--- src/rtl/sd_io_arbiter.sv ---
// sd_io_arbiter
// Shares one io-controller sector channel between two SD-card front-ends.
// One sector transfer at a time, round-robin on ties. The granted drive's
// LBA and direction go upstream. Data strobes are routed only to the granted
// drive. The byte count is checked when the transfer ends, and a request that
// never gets io_ack is aborted after REQ_TIMEOUT cycles.
module sd_io_arbiter #(
    parameter int          SECTOR_BYTES = 512,
    parameter logic [23:0] REQ_TIMEOUT  = 24'hFFFFFF
) (
    input  logic        clk,
    input  logic        reset_n,

    // drive-side request channel
    input  logic [1:0]  req_rd,
    input  logic [1:0]  req_wr,
    input  logic [31:0] req_lba0,
    input  logic [31:0] req_lba1,
    output logic [1:0]  req_ack,
    input  logic [7:0]  req_dout0,
    input  logic [7:0]  req_dout1,
    output logic [7:0]  req_din,
    output logic [1:0]  req_din_strobe,
    output logic [1:0]  req_dout_strobe,

    // io-controller side
    output logic [31:0] io_lba,
    output logic        io_rd,
    output logic        io_wr,
    output logic        io_drive,
    input  logic        io_ack,
    input  logic [7:0]  io_din,
    input  logic        io_din_strobe,
    output logic [7:0]  io_dout,
    input  logic        io_dout_strobe,
    input  logic        io_conf_sel,

    // error pulses
    output logic        err_len,
    output logic        err_timeout
);

    typedef enum logic [1:0] {
        S_IDLE = 2'd0,
        S_REQ  = 2'd1,
        S_XFER = 2'd2,
        S_DONE = 2'd3
    } state_t;

    localparam logic [9:0]  CNT_EXP  = 10'(SECTOR_BYTES);
    localparam logic [9:0]  CNT_MAX  = 10'h3FF;
    localparam logic [23:0] TMO_LAST = REQ_TIMEOUT - 24'd1;

    state_t      state_q,   state_d;
    logic        g_q,       g_d;        // granted drive
    logic        last_q,    last_d;     // drive served by the last completed transfer
    logic [31:0] lba_q,     lba_d;
    logic        rd_dir_q,  rd_dir_d;   // 1 = read, 0 = write
    logic        io_rd_q,   io_rd_d;
    logic        io_wr_q,   io_wr_d;
    logic [1:0]  ack_q,     ack_d;
    logic [9:0]  cnt_q,     cnt_d;      // strobes seen in XFER, saturating
    logic [23:0] tmo_q,     tmo_d;      // cycles spent in REQ
    logic        len_bad_q, len_bad_d;  // staged so err_len lines up with req_ack
    logic        err_len_q, err_len_d;
    logic        din_stb_q;
    logic        dout_stb_q;

    logic [1:0]  pend;
    logic        pend_g;
    logic        din_rise;
    logic        dout_rise;
    logic        xfer_rise;
    logic        grant_sel;

    assign pend      = req_rd | req_wr;
    assign pend_g    = pend[g_q];
    assign din_rise  = io_din_strobe  & ~din_stb_q;
    assign dout_rise = io_dout_strobe & ~dout_stb_q;
    assign xfer_rise = rd_dir_q ? din_rise : dout_rise;

    // State and datapath registers
    always_ff @(posedge clk or negedge reset_n) begin
        if (!reset_n) begin
            state_q   <= S_IDLE;
            g_q       <= 1'b0;
            last_q    <= 1'b1;
            lba_q     <= '0;
            rd_dir_q  <= 1'b0;
            io_rd_q   <= 1'b0;
            io_wr_q   <= 1'b0;
            ack_q     <= '0;
            cnt_q     <= '0;
            tmo_q     <= '0;
            len_bad_q <= 1'b0;
            err_len_q <= 1'b0;
        end else begin
            state_q   <= state_d;
            g_q       <= g_d;
            last_q    <= last_d;
            lba_q     <= lba_d;
            rd_dir_q  <= rd_dir_d;
            io_rd_q   <= io_rd_d;
            io_wr_q   <= io_wr_d;
            ack_q     <= ack_d;
            cnt_q     <= cnt_d;
            tmo_q     <= tmo_d;
            len_bad_q <= len_bad_d;
            err_len_q <= err_len_d;
        end
    end

    // Previous strobe levels for rising-edge detection
    always_ff @(posedge clk or negedge reset_n) begin
        if (!reset_n) begin
            din_stb_q  <= 1'b0;
            dout_stb_q <= 1'b0;
        end else begin
            din_stb_q  <= io_din_strobe;
            dout_stb_q <= io_dout_strobe;
        end
    end

    // Round-robin pick: on a tie the drive not served last wins
    always_comb begin
        grant_sel = 1'b0;
        if (pend == 2'b11) begin
            grant_sel = ~last_q;
        end else begin
            grant_sel = pend[1];
        end
    end

    // Next-state and registered-output logic of the transfer FSM
    always_comb begin
        state_d   = state_q;
        g_d       = g_q;
        last_d    = last_q;
        lba_d     = lba_q;
        rd_dir_d  = rd_dir_q;
        io_rd_d   = 1'b0;
        io_wr_d   = 1'b0;
        ack_d     = '0;
        cnt_d     = cnt_q;
        tmo_d     = tmo_q;
        len_bad_d = 1'b0;
        err_len_d = len_bad_q;

        case (state_q)
            S_IDLE: begin
                if (|pend) begin
                    g_d      = grant_sel;
                    lba_d    = grant_sel ? req_lba1 : req_lba0;
                    rd_dir_d = req_rd[grant_sel];
                    cnt_d    = '0;
                    tmo_d    = '0;
                    state_d  = S_REQ;
                end
            end

            S_REQ: begin
                if (io_ack) begin
                    // io_rd/io_wr drop on the edge that sees io_ack
                    state_d = S_XFER;
                end else if (!pend_g) begin
                    // requester withdrew; no ack and round-robin order is kept
                    state_d = S_IDLE;
                end else if (tmo_q == TMO_LAST) begin
                    state_d = S_DONE;
                end else begin
                    tmo_d   = tmo_q + 24'd1;
                    io_rd_d = rd_dir_q;
                    io_wr_d = ~rd_dir_q;
                end
            end

            S_XFER: begin
                if (xfer_rise && (cnt_q != CNT_MAX)) begin
                    cnt_d = cnt_q + 10'd1;
                end
                if (!io_ack) begin
                    len_bad_d = (cnt_q != CNT_EXP);
                    state_d   = S_DONE;
                end
            end

            S_DONE: begin
                last_d = g_q;
                if (pend_g) begin
                    ack_d[g_q] = 1'b1;
                end else begin
                    state_d = S_IDLE;
                end
            end

            default: begin
                state_d = S_IDLE;
            end
        endcase
    end

    // Strobe routing: data strobes go to the granted drive while the
    // controller holds io_ack; with io_ack low they are configuration bytes
    always_comb begin
        req_din_strobe  = '0;
        req_dout_strobe = '0;
        if (io_ack) begin
            if ((state_q == S_REQ) || (state_q == S_XFER)) begin
                req_din_strobe[g_q]  = io_din_strobe;
                req_dout_strobe[g_q] = io_dout_strobe;
            end
        end else begin
            req_din_strobe[io_conf_sel] = io_din_strobe;
        end
    end

    assign req_din     = io_din;
    assign io_dout     = g_q ? req_dout1 : req_dout0;
    assign io_lba      = lba_q;
    assign io_rd       = io_rd_q;
    assign io_wr       = io_wr_q;
    assign io_drive    = g_q;
    assign req_ack     = ack_q;
    assign err_len     = err_len_q;
    // high during the last REQ cycle before the abort
    assign err_timeout = (state_q == S_REQ) && !io_ack && pend_g && (tmo_q == TMO_LAST);

endmodule

--- config.mk ---
export PLATFORM = sky130hd
export DESIGN_NAME = sd_io_arbiter
export DESIGN_NICKNAME = d
export VERILOG_FILES = /design/src/rtl/sd_io_arbiter.sv
export SDC_FILE = /design/constraint.sdc
export NUM_CORES = 1
export LEC_CHECK = 0
export ABC_AREA = 0
export BUFFER_PORTS_ARGS = -buffer_cell sky130_fd_sc_hd__buf_2
export CORE_UTILIZATION = 45
export CTS_CLUSTER_DIAMETER = 150
export DETAILED_ROUTE_END_ITERATION = 8
export PLACE_DENSITY = 0.84
export SYNTH_ARGS = -nofsm -noshare
export SYNTH_HDL_FRONTEND = slang
export SYNTH_SLANG_ARGS = --single-unit
--- constraint.sdc ---
create_clock -name clk -period 1.9 [get_ports clk]
set_input_delay 0.095 -clock clk [delete_from_list [all_inputs] [get_ports clk]]
set_output_delay 0.095 -clock clk [all_outputs]
set_load 0.005 [all_outputs]
==> results of run 1 <==
-- layer usage --
metal | routed length [microns] | vias up
met4 | 310 | 0
li1 | - | 2050
met5 | 0 | -
met1 | 5330 | 2124
met3 | 782 | 31
met2 | 6260 | 180
-- critical path, delay by kind of cell (launching register included) --
| kind | cells | cell delay [ns] |
|---|---|---|
| buffers and inverters | 3 | 0.40 |
| adders and majority gates | 1 | 0.23 |
| DFF | 1 | 0.40 |
| AOI/OAI and AO/OA | 1 | 0.14 |
| and+or+nand+nor | 4 | 0.75 |
-- timing repair --
item                                    in CTS  in global routing
hold endpoints to repair                    38                  0
pin swaps                                    8                  4
endpoints found under the setup margin      20                 34
cloned                                       2                  0
resized for setup                           15                 20
hold buffers                                 3                  0
setup buffers                                2                  3
-- worst min path at each step --
| stage | cells past startpoint | end | start | slack (ns) |
|---|---|---|---|---|
| finish | 3 | io_lba[19] | req_lba1[19] | -0.002 |
| global route | 3 | io_lba[24] | req_lba0[24] | 0.02 |
| CTS | 3 | io_lba[15] | req_lba1[15] | 0.001 |
| detailed placement | 1 | cnt_q[4] | reset_n | 0.10 |
| global placement | 1 | cnt_q[4] | reset_n | 0.09 |
| floorplan | 0 | async pin | reset_n | -0.20 |
-- sequential cells by signal, summed over array words and instances, names as in the netlist, named ones only --
signal	flops
err_len	1
rd_dir_q	1
cnt_q	10
dout_stb_q	1
io_lba	32
tmo_q	24
io_drive	1
last_q	1
err_len_d	1
io_wr	1
din_stb_q	1
io_rd	1
req_ack	2
state_q	1
-- power groups by stage --
stage | Combinational [W] | Sequential (W) | Clock, W
global placement | 0.00289 | 0.00241 | 0
CTS | 0.00316 | 0.00242 | 0.00129
floorplan | 0.00167 | 0.00247 | 0
finish | 0.00331 | 0.00242 | 0.00129
global route | 0.00364 | 0.00247 | 0.00135
detailed placement | 0.00304 | 0.00244 | 0
-- cells in the final DEF, fill, tap and decap left out, types with 4 or more instances in the layout --
cell type,Yosys,routed
sky130_fd_sc_hd__buf_2,8,139
sky130_fd_sc_hd__dfrtp_1,78,77
sky130_fd_sc_hd__nand2_1,55,51
sky130_fd_sc_hd__buf_4,9,49
sky130_fd_sc_hd__o21ai_0,46,43
sky130_fd_sc_hd__mux2i_1,38,38
sky130_fd_sc_hd__nand3_1,28,24
sky130_fd_sc_hd__a21oi_1,22,20
sky130_fd_sc_hd__nand4_1,14,14
sky130_fd_sc_hd__nor2_1,14,13
sky130_fd_sc_hd__o31ai_1,10,10
sky130_fd_sc_hd__or4_1,12,10
sky130_fd_sc_hd__inv_1,11,9
sky130_fd_sc_hd__and3_1,12,9
sky130_fd_sc_hd__mux2_2,9,9
sky130_fd_sc_hd__clkbuf_8,0,9
sky130_fd_sc_hd__a31oi_1,7,7
sky130_fd_sc_hd__or3_1,6,6
sky130_fd_sc_hd__ha_1,9,6
sky130_fd_sc_hd__and4_1,4,4
sky130_fd_sc_hd__nand2_2,0,4
sky130_fd_sc_hd__a41oi_1,4,4
sky130_fd_sc_hd__o211ai_1,4,4
sky130_fd_sc_hd__buf_6,1,4
sky130_fd_sc_hd__buf_12,1,4
-- cell families (layout without fill, tap and decap cells) --
logic type | Yosys count | in the layout | share of synthesized area (%)
adders and majority gates | 9 | 9 | 2.56
and+or+nand+nor | 169 | 169 | 20.4
muxes | 47 | 47 | 11.0
AOI/OAI and AO/OA | 110 | 112 | 15.4
DFF | 79 | 79 | 45.1
buffers and inverters | 47 | 226 | 5.59
-- area by class of cell --
cell class                 count  share of cell area, %
inverter                      11                  0.694
tap                          129                   2.71
multi-input combinational    337                   39.6
sequential                    79                   33.3
clock buffer                  10                   2.15
clock inverter                 6                   1.14
timing repair buffer         199                   20.5
-- per-stage QoR --
stage	cell area [sq um]	util [%]	power (W)	TNS [ns]
after detailed placement	5550	59.5	0.00548	-1.93
after CTS	5860	62.8	0.00687	-0.675
after floorplan	4440	-	0.00414	-0.217
final	5950	63.8	0.00702	-0.835
after global placement	5550	59.5	0.00531	-0.747
after global routing	5950	63.8	0.00746	-3.23
==> results_dict.tcl, run 1 <==
set metrics [dict create \
    status "finished with violations" \
    violations "negative hold slack, negative setup slack" \
    power_frac_clock_pct 18.4 \
    timing.reg2reg.setup_slack_ns -0.1 \
    grt_first_pass_wirelength_microns 20700 \
    area_of_the_multi_input_gates_sq_um 2350 \
    first_global_vias 4392 \
    yosys.area.top_type "sky130_fd_sc_hd__dfrtp_1" \
    area_overhead_of_the_layout_relative_to_synthesis_pct 35.5 \
    gr-usage-met1_pct 32.2 \
    nFillCells 696 \
    dr.pass1.iters 5 \
    floorplan.die.height_microns 101 \
    worst_hold_path_type "in -> reg" \
    clock-root-buffer "sky130_fd_sc_hd__clkbuf_8" \
    finalCriticalPeriod_ns 2.00 \
    globalplace.congestion 0.901 \
    critical_path_required_time_ns 2.21 \
    post-route-drc-count 0 \
    synth_largest_type_area_fraction_pct 44.5 \
    vdd_drop_max_mv 0.923 \
    drv_slew 0 \
    worstSetupStartpointType "flop" \
    syn-mean-instance-area_sq_um 9.52 \
    placeableCoreArea_sq_um 9330 \
    seqCellArea_sq_um 1980 \
    reg2reg_to "tmo_q[22]" \
    final_ws_setup_ns -0.0950 \
    grt.met3_usage_pct 5.34 \
    layout.cells.non_filler 771 \
    asyncSetResetFlopFracSynth_pct 100 \
    synth.yosys.warnings 0 \
    tritoncts "yes" \
    timing.final.setup_violations 19 \
    via_count 4385 \
    placement_rows 35 \
    cts_num_sinks 79 \
    grt_setup_unrepaired "yes" \
    comb_power_share_pct 47.1 \
    path_common_cell "sky130_fd_sc_hd__buf_4" \
    cap_violations 0 \
    timing.setup.critical_path_class "reg -> reg" \
    yosys.cell_count.top_type "sky130_fd_sc_hd__dfrtp_1" \
    clock_latency_ns 0.38 \
    syn-instance-count 461 \
    path_cells "inv_2 -> ha_2 -> nand2b_4 -> buf_4 -> nand4_1 -> nor2_1 -> buf_4 -> or4_4 -> a21oi_2" \
    diodes 0 \
    synth.net_count 568 \
    floorplan.die_area_sq_um 10200 \
    synthTopCellsByArea "sky130_fd_sc_hd__dfrtp_1 (44%), sky130_fd_sc_hd__mux2i_1 (8.7%), sky130_fd_sc_hd__o21ai_0 (5.2%)" \
    power.density_nw_per_um2 1180 \
    aggregate_routed_wire_length_microns 12700 \
    crit_path_end "tmo_q[22]" \
    timing.critical_path.slowest_stage_cell "sky130_fd_sc_hd__or4_4" \
    path_max_fanout 8 \
    drt-initial-drc-count 330 \
    worstPathArrival_ns 2.30 \
    initial_core_util_pct 47.1 \
    via_per_inst 5.69 \
    groute.usage.overall_pct 26.1 \
    nets 744 \
    sw_power_w 0.00271 \
    yosysSeqAreaShare_pct 45.1 \
    clk_transition_reported_paths_ns 0.09 \
    grt_most_used_layer "met2" \
    place_inst 746 \
    dp_worst_setup_slack_ns -0.262 \
    detail-route-antenna-nets 0 \
    fraction_of_power_spent_switching_nets_pct 38.7 \
    hold_violations 2 \
    postSynthRegisterBits 79 \
    final_layout_size_suffix_gt1_share_pct 41.0 \
    critical_path.max_stage_delay_ns 0.52 \
    place.port_buffers 140 \
    final.setup_skew_ns 0.00835 \
    distinct_cell_type_count_of_the_synthesized_netlist 53 \
    top_level_ports 157 \
    wl_per_cell_microns 16.4 \
    cts_buffers 9 \
    grt.met2_usage_pct 43.9 \
    hpwlAfterDp_microns 8950 \
    synthesis.area_sq_um 4390 \
    p_int_w 0.00431 \
    synth-edff-count 0 \
    die_width_microns 101 \
    least_margin_pin_slew_ns 0.528 \
    antenna_found_initial 0 \
    dominant_register_cell_in_the_synthesized_netlist "sky130_fd_sc_hd__dfrtp_1" \
    endpoint_kind "flop" \
    finalHoldWorstSlack_ns -0.00186 \
    synth_common_cells "sky130_fd_sc_hd__dfrtp_1 (78), sky130_fd_sc_hd__nand2_1 (55), sky130_fd_sc_hd__o21ai_0 (46)" \
    grt_start_max_net_pins 66 \
    p_seq_share_pct 34.5 \
    timing.max_slew.rel_slack_pct 64.8 \
    globalRouteOverflowTotal 0 \
    post-route-period-util_pct 105 \
    power.leakage_nw 2.89 \
    clock.fmax_ghz 0.501 \
    cts-htree-levels 3 \
    clk_path_buf_depth 2 \
    worst-r2r-cell-count 9 \
]
(Power assumes the default switching activity.)
==> run 2, diff against run 1 <==
--- a/config.mk
+++ b/config.mk
@@ -5,12 +5,13 @@
 export SDC_FILE = /design/constraint.sdc
 export NUM_CORES = 1
 export LEC_CHECK = 0
-export ABC_AREA = 0
+export ABC_AREA = 1
 export BUFFER_PORTS_ARGS = -buffer_cell sky130_fd_sc_hd__buf_2
-export CORE_UTILIZATION = 45
+export CORE_UTILIZATION = 46
 export CTS_CLUSTER_DIAMETER = 150
 export DETAILED_ROUTE_END_ITERATION = 8
-export PLACE_DENSITY = 0.84
+export GPL_TIMING_DRIVEN = 0
+export PLACE_DENSITY = 0.85
 export SYNTH_ARGS = -nofsm -noshare
 export SYNTH_HDL_FRONTEND = slang
 export SYNTH_SLANG_ARGS = --single-unit
==> results_dict.tcl, run 2 <==
set metrics [dict create \
    status "finished clean" \
    groute.usage.overall_pct 27.7 \
    worstSetupStartpointType "input port" \
    worst_hold_path_type "in -> reg" \
    cts_buffers 9 \
    syn-instance-count 669 \
    worstPathArrival_ns 2.08 \
    startpoint "req_rd[0]" \
    family_of_cells_with_the_greatest_summed_delay_on_the_critical_path "simple AND/OR/NAND/NOR gates" \
    antenna_found_initial 0 \
    fraction_of_power_spent_switching_nets_pct 42.8 \
    power.total_w 0.00703 \
    tritoncts "yes" \
    placeableCoreArea_sq_um 9770 \
    drv_slew 0 \
    synth_common_cells "sky130_fd_sc_hd__nand2_1 (230), sky130_fd_sc_hd__nor2_1 (107), sky130_fd_sc_hd__dfrtp_1 (78)" \
    syn-mean-instance-area_sq_um 6.94 \
    dominant_combinational_cell_family_by_area_after_synthesis "simple AND/OR/NAND/NOR gates" \
    via_count 5026 \
    final_layout_size_suffix_gt1_share_pct 26.4 \
    distinct_cell_type_count_of_the_synthesized_netlist 34 \
    dr.pass1.iters 5 \
    hold-path-endpoint "io_lba[6]" \
    power.density_nw_per_um2 1140 \
    path_depth 11 \
    cap_violations 0 \
    globalplace.congestion 0.959 \
    critical_path_required_time_ns 2.15 \
    timing.setup.critical_path_class "in -> reg" \
    reg2reg_to "tmo_q[12]" \
    area_overhead_of_the_layout_relative_to_synthesis_pct 32.5 \
    path_max_fanout 10 \
    largest_reg_flops 32 \
    floorplan.die.height_microns 102 \
    dominant_register_cell_in_the_synthesized_netlist "sky130_fd_sc_hd__dfrtp_1" \
    sw_power_w 0.00301 \
    placement.cell_area_sq_um 5580 \
    yosys.cell_count.top_type "sky130_fd_sc_hd__nand2_1" \
    leading_cell_type_in_the_layout_fill_and_taps_excluded "sky130_fd_sc_hd__nand2_1" \
    synth_xor_area_share_pct 1.89 \
    clock-root-buffer "sky130_fd_sc_hd__clkbuf_8" \
    least_margin_pin_slew_ns 0.501 \
    p_seq_share_pct 34.8 \
    worstHoldStart "req_lba1[6]" \
    comb_power_share_pct 45.9 \
    critical_path.max_stage_delay_ns 0.53 \
    endpoint_kind "flop" \
    timing.max_slew.rel_slack_pct 66.6 \
    top_level_ports 157 \
    simple_gate_portion_of_the_synthesized_area_pct 35.0 \
    post-route-drc-count 0 \
    cts_num_sinks 79 \
    power.leakage_nw 2.99 \
    timing.final.setup_violations 0 \
    grt_start_max_net_pins 65 \
    arithmetic_cell_share_of_the_synthesized_area_counting_full_adders_half_adders_and_majority_gates_pct 2.42 \
    first_global_vias 4815 \
    path_cells "dlygate4sd3_1 -> buf_2 -> nor2_2 -> nand2_1 -> o21ai_1 -> nor2_2 -> nand2_4 -> nand2_2 -> buf_2 -> nand3_1 -> nand2_1" \
    die_width_microns 102 \
    via_per_inst 5.06 \
    yosysSeqAreaShare_pct 42.6 \
    final.setup_skew_ns 0.0125 \
    cts-htree-levels 3 \
    floorplan.die_area_sq_um 10500 \
    worst-r2r-cell-count 9 \
    drt-initial-drc-count 263 \
    clk_transition_reported_paths_ns 0.09 \
    synthesis.area_sq_um 4640 \
    hpwlAfterDp_microns 9410 \
    grt_setup_unrepaired "yes" \
    clk_path_buf_depth 2 \
    vdd_drop_max_mv 0.795 \
    critical_path.n_buffers_inverters 3 \
    placement_rows 36 \
    wl_per_cell_microns 13.6 \
    post-route-period-util_pct 96.5 \
    synth_compound_gate_area_share_pct 11.2 \
    clock.fmax_ghz 0.546 \
    timing.critical_path.slowest_stage_cell "sky130_fd_sc_hd__dlygate4sd3_1" \
    most-common-layout-cells "sky130_fd_sc_hd__nand2_1 (228), sky130_fd_sc_hd__buf_2 (153), sky130_fd_sc_hd__nor2_1 (103), sky130_fd_sc_hd__dfrtp_1 (73), sky130_fd_sc_hd__o21ai_0 (70)" \
    synth.yosys.warnings 0 \
    finalCriticalPeriod_ns 1.83 \
    final_util_pct 62.9 \
    synth.net_count 776 \
    initial_core_util_pct 47.5 \
    synth-edff-count 0 \
    min_delay_path_depth 3 \
    postSynthRegisterBits 79 \
    place.port_buffers 148 \
    postLayoutCellArea_sq_um 6150 \
    synthTopCellsByArea "sky130_fd_sc_hd__dfrtp_1 (42%), sky130_fd_sc_hd__nand2_1 (19%), sky130_fd_sc_hd__nor2_1 (8.6%)" \
    clock_latency_ns 0.37 \
    hold_violations 0 \
    synth_largest_type_area_fraction_pct 42.0 \
    globalRouteOverflowTotal 0 \
    grt_first_pass_wirelength_microns 22200 \
    p_int_w 0.00402 \
    nets 962 \
    power_frac_clock_pct 19.3 \
    aggregate_routed_wire_length_microns 13500 \
    multiplexer_area_fraction_after_synthesis_pct 0 \
    yosys.area.top_type "sky130_fd_sc_hd__dfrtp_1" \
    detail-route-antenna-nets 0 \
    timing.reg2reg.setup_slack_ns 0.08 \
    asyncSetResetFlopFracSynth_pct 100 \
]
==> run 2: changes by cell type after synthesis, sizes merged, moves of 13 or more <==
cell / previous run / this run
a21oi: 22 / 6
inv: 11 / 41
mux2i: 38 / 0
nand2: 56 / 236
nor2: 14 / 111
o21ai: 48 / 83
or4: 13 / 0
==> run 2: cells by family (layout without fill, tap and decap cells) <==
| family | count (synthesis) | in the layout |
|---|---|---|
| DFF | 79 | 79 |
| other | 0 | 1 |
| and+or+nand+nor | 400 | 400 |
| adders and majority gates | 9 | 9 |
| AOI/OAI and AO/OA | 98 | 98 |
| buffers and inverters | 73 | 264 |
| xor gates and xnor gates | 10 | 10 |
==> run 2: timing repair <==
action / in CTS / in global routing
pin swaps: 2 / 3
gates resized for setup: 12 / 37
setup endpoints to repair: 52 / 64
hold buffers: 20 / 0
setup buffers: 1 / 5
hold endpoints to repair: 97 / 0
==> run 2: power groups by stage <==
stage | combinational, W | clock [W] | sequential [W]
floorplan | 0.00176 | 0 | 0.00245
global placement | 0.00288 | 0 | 0.00244
detailed placement | 0.00295 | 0 | 0.00244
CTS | 0.00307 | 0.00137 | 0.00242
global route | 0.00365 | 0.00145 | 0.00250
finish | 0.00323 | 0.00136 | 0.00244
==> run 2: per-layer routing <==
layer	wire [microns]	GRT usage [%]	vias to the layer above
met5	0	0	-
met4	642	14.5	0
met3	936	6.36	58
met2	6560	46.3	218
met1	5330	33.4	2257
li1	-	-	2493
==> run 2: worst min-delay path, delay by kind of cell <==
kind	cells	cell delay [ns]
compound gates	1	0.13
buf+inv	1	0.08
simple gates	1	0.03
==> run 2: worst max-delay path by stage <==
stage / end / slack, ns
finish: tmo_q[12] / 0.07
global route: tmo_q[12] / -0.05
CTS: tmo_q[14] / 0.0002
detailed placement: io_lba[31] / -0.13
global placement: io_lba[24] / -0.07
floorplan: io_lba[23] / 0.26
==> run 2: cell type report <==
cell class,count,area (sq um)
timing repair buffer,175,1020
multi-input combinational,517,2430
inverter,42,161
sequential,79,1980
clock inverter,7,87.6
clock buffer,9,124
buffer,31,180
tap,133,166
antenna,1,2.50
fill,843,3620
==> run 2: through the flow <==
stage / hold WS, ns / TNS [ns] / cells / setup slack [ns]
2_1_floorplan: -0.201 / 0 / 669 / 0.258
3_3_place_gp: 0.254 / -2.12 / 950 / -0.0745
3_5_place_dp: -0.0198 / -4.11 / 951 / -0.129
4_1_cts: 0.000807 / 0 / 988 / 0.000249
5_1_grt: 0.0200 / -0.294 / 993 / -0.0539
6_report: 0.0102 / 0 / 994 / 0.0672
==> run 3, diff against run 2 <==
--- a/config.mk
+++ b/config.mk
@@ -7,11 +7,12 @@
 export LEC_CHECK = 0
 export ABC_AREA = 1
 export BUFFER_PORTS_ARGS = -buffer_cell sky130_fd_sc_hd__buf_2
-export CORE_UTILIZATION = 46
+export CORE_UTILIZATION = 47
+export CTS_BUF_LIST = sky130_fd_sc_hd__clkbuf_2 sky130_fd_sc_hd__clkbuf_4 sky130_fd_sc_hd__clkbuf_8
 export CTS_CLUSTER_DIAMETER = 150
 export DETAILED_ROUTE_END_ITERATION = 8
 export GPL_TIMING_DRIVEN = 0
-export PLACE_DENSITY = 0.85
+export PLACE_DENSITY = 0.86
 export SYNTH_ARGS = -nofsm -noshare
 export SYNTH_HDL_FRONTEND = slang
 export SYNTH_SLANG_ARGS = --single-unit
==> results_dict.tcl, run 3 (synthesis gave the netlist of run 2 again) <==
set metrics [dict create \
    clock-root-buffer "sky130_fd_sc_hd__clkbuf_8" \
    endpoint_kind "output pin" \
    final_layout_size_suffix_gt1_share_pct 26.8 \
    detail-route-antenna-nets 0 \
    grt_start_max_net_pins 54 \
    worst_hold_path_type "in -> reg" \
    cts_buffers 9 \
    clk_transition_reported_paths_ns 0.09 \
    aggregate_routed_wire_length_microns 13800 \
    diodes 0 \
    fraction_of_power_spent_switching_nets_pct 42.6 \
    grt_setup_unrepaired "yes" \
    drv_slew 0 \
    cap_violations 0 \
    most-common-layout-cells "sky130_fd_sc_hd__nand2_1 (230), sky130_fd_sc_hd__buf_2 (150), sky130_fd_sc_hd__nor2_1 (103), sky130_fd_sc_hd__dfrtp_1 (73), sky130_fd_sc_hd__o21ai_0 (70)" \
    timing.setup.critical_path_class "reg -> out" \
    comb_power_share_pct 47.0 \
    worstSetupStartpointType "flop" \
    critical_path_required_time_ns 1.80 \
    timing.final.setup_violations 0 \
    p_seq_share_pct 34.5 \
    hpwlAfterDp_microns 9760 \
    post-route-period-util_pct 95.6 \
    groute.usage.overall_pct 28.7 \
    p_int_w 0.00407 \
    leading_cell_type_in_the_layout_fill_and_taps_excluded "sky130_fd_sc_hd__nand2_1" \
    drt-initial-drc-count 256 \
    nFillCells 805 \
    power_frac_clock_pct 18.5 \
    timing.max_slew.rel_slack_pct 68.7 \
    power.density_nw_per_um2 1150 \
    dr.pass1.iters 5 \
    place.port_buffers 148 \
    clk_path_buf_depth 2 \
    final_ws_setup_ns 0.0832 \
    tritoncts "yes" \
    grt.met2_usage_pct 51.1 \
    power.leakage_nw 3.01 \
    finalCriticalPeriod_ns 1.82 \
    path_max_fanout 3 \
    placement_rows 35 \
    antenna_found_initial 0 \
    via_per_inst 5.12 \
    floorplan.die.height_microns 101 \
    largest_reg_flops 32 \
    top_level_ports 157 \
    first_global_vias 4951 \
    finalHoldWorstSlack_ns 0.0163 \
    via_count 5091 \
    grt_most_used_layer "met2" \
    hold_violations 0 \
    nets 968 \
    globalRouteOverflowTotal 0 \
    gr-usage-met1_pct 32.0 \
    clock.fmax_ghz 0.550 \
    initial_core_util_pct 49.3 \
    die_width_microns 101 \
    least_margin_pin_slew_ns 0.468 \
    cts_num_sinks 79 \
    final.setup_skew_ns 0.0137 \
    grt.met3_usage_pct 7.59 \
    wl_per_cell_microns 13.9 \
    floorplan.die_area_sq_um 10300 \
    clock_latency_ns 0.37 \
    area_overhead_of_the_layout_relative_to_synthesis_pct 33.0 \
    post-route-drc-count 0 \
    sw_power_w 0.00301 \
    dp_worst_setup_slack_ns -0.107 \
    vdd_drop_max_mv 0.997 \
    grt_first_pass_wirelength_microns 22700 \
    status "finished clean" \
    cts-htree-levels 3 \
    fin_tns_setup_ns 0 \
    placeableCoreArea_sq_um 9420 \
    worstPathArrival_ns 1.72 \
    globalplace.congestion 0.953 \
]
[run 3: cell count changes in the layout (fill, tap and decap cells not counted), sizes merged]
cell         before  now
buf             173  176
clkbuf           22   25
clkinv            3    2
clkinvlp          0    2
diode             1    0
dlygate4sd3      20   21
inv              45   43
[run 3: cell type report]
class | count | area (sq um) | area share (%)
flip-flops and latches | 79 | 1980 | 32.1
multi-input cells | 517 | 2420 | 39.2
plain buffers | 31 | 188 | 3.04
clock inverters | 6 | 67.6 | 1.09
repair buffers | 181 | 1060 | 17.2
well taps | 129 | 161 | 2.61
clock buffers | 10 | 131 | 2.13
inverters | 42 | 161 | 2.61
[run 3: what timing repair did]
| item | 4_1_cts | 5_1_grt |
|---|---|---|
| buffers inserted | 2 | 9 |
| endpoints found under the setup margin | 55 | 71 |
| pin swaps | 2 | 4 |
| gates resized for setup | 16 | 29 |
| endpoints found under the hold margin | 46 | 0 |
| hold buffers | 21 | 0 |
[run 3: final timing paths]
| path | startpoint | to | slack, ns | cells past startpoint |
|---|---|---|---|---|
| worst max-delay path | tmo_q[0] | err_timeout | 0.08 | 7 |
| worst min-delay path | req_lba1[11] | io_lba[11] | 0.02 | 3 |
| worst max register to register | state_q[0] | flop | 0.12 | 8 |
| worst min register to register | err_len_d | err_len | 0.37 | 0 |
| max in group asynchronous | reset_n | last_q | 1.06 | 3 |
| min in group asynchronous | reset_n | tmo_q[12] | 0.19 | 2 |
[run 3: power by group through the flow]
stage | Clock (W) | Sequential, W | Combinational [W]
2_1_floorplan | 0 | 0.00245 | 0.00176
3_3_place_gp | 0 | 0.00245 | 0.00290
3_5_place_dp | 0 | 0.00245 | 0.00298
4_1_cts | 0.00133 | 0.00242 | 0.00308
5_1_grt | 0.00140 | 0.00248 | 0.00370
6_report | 0.00131 | 0.00245 | 0.00333
[run 3: through the flow]
stage	util (%)	instance area (sq um)	total power (W)	instances
global route	65.6	6180	0.00759	995
detailed placement	59.2	5580	0.00543	947
finish	65.6	6180	0.00708	995
global placement	58.9	5550	0.00535	946
CTS	64.1	6030	0.00683	986
floorplan	-	4640	0.00421	669
[run 3: per-layer routing]
metal  part of all wire (%)  vias to the layer above  wire [microns]
met3                    5.8                       53             800
li1                       -                     2497               -
met5                      0                        -               0
met1                     40                     2337            5470
met4                    4.2                        0             582
met2                     50                      204            6980
[run 3: critical path, cell delays in order (launching register included)]
cell,delay [ns]
sky130_fd_sc_hd__dfrtp_2,0.43
sky130_fd_sc_hd__inv_4,0.08
sky130_fd_sc_hd__ha_4,0.15
sky130_fd_sc_hd__nand3_2,0.07
sky130_fd_sc_hd__nor3_2,0.18
sky130_fd_sc_hd__nand4_1,0.15
sky130_fd_sc_hd__nor3_2,0.16
sky130_fd_sc_hd__buf_2,0.14
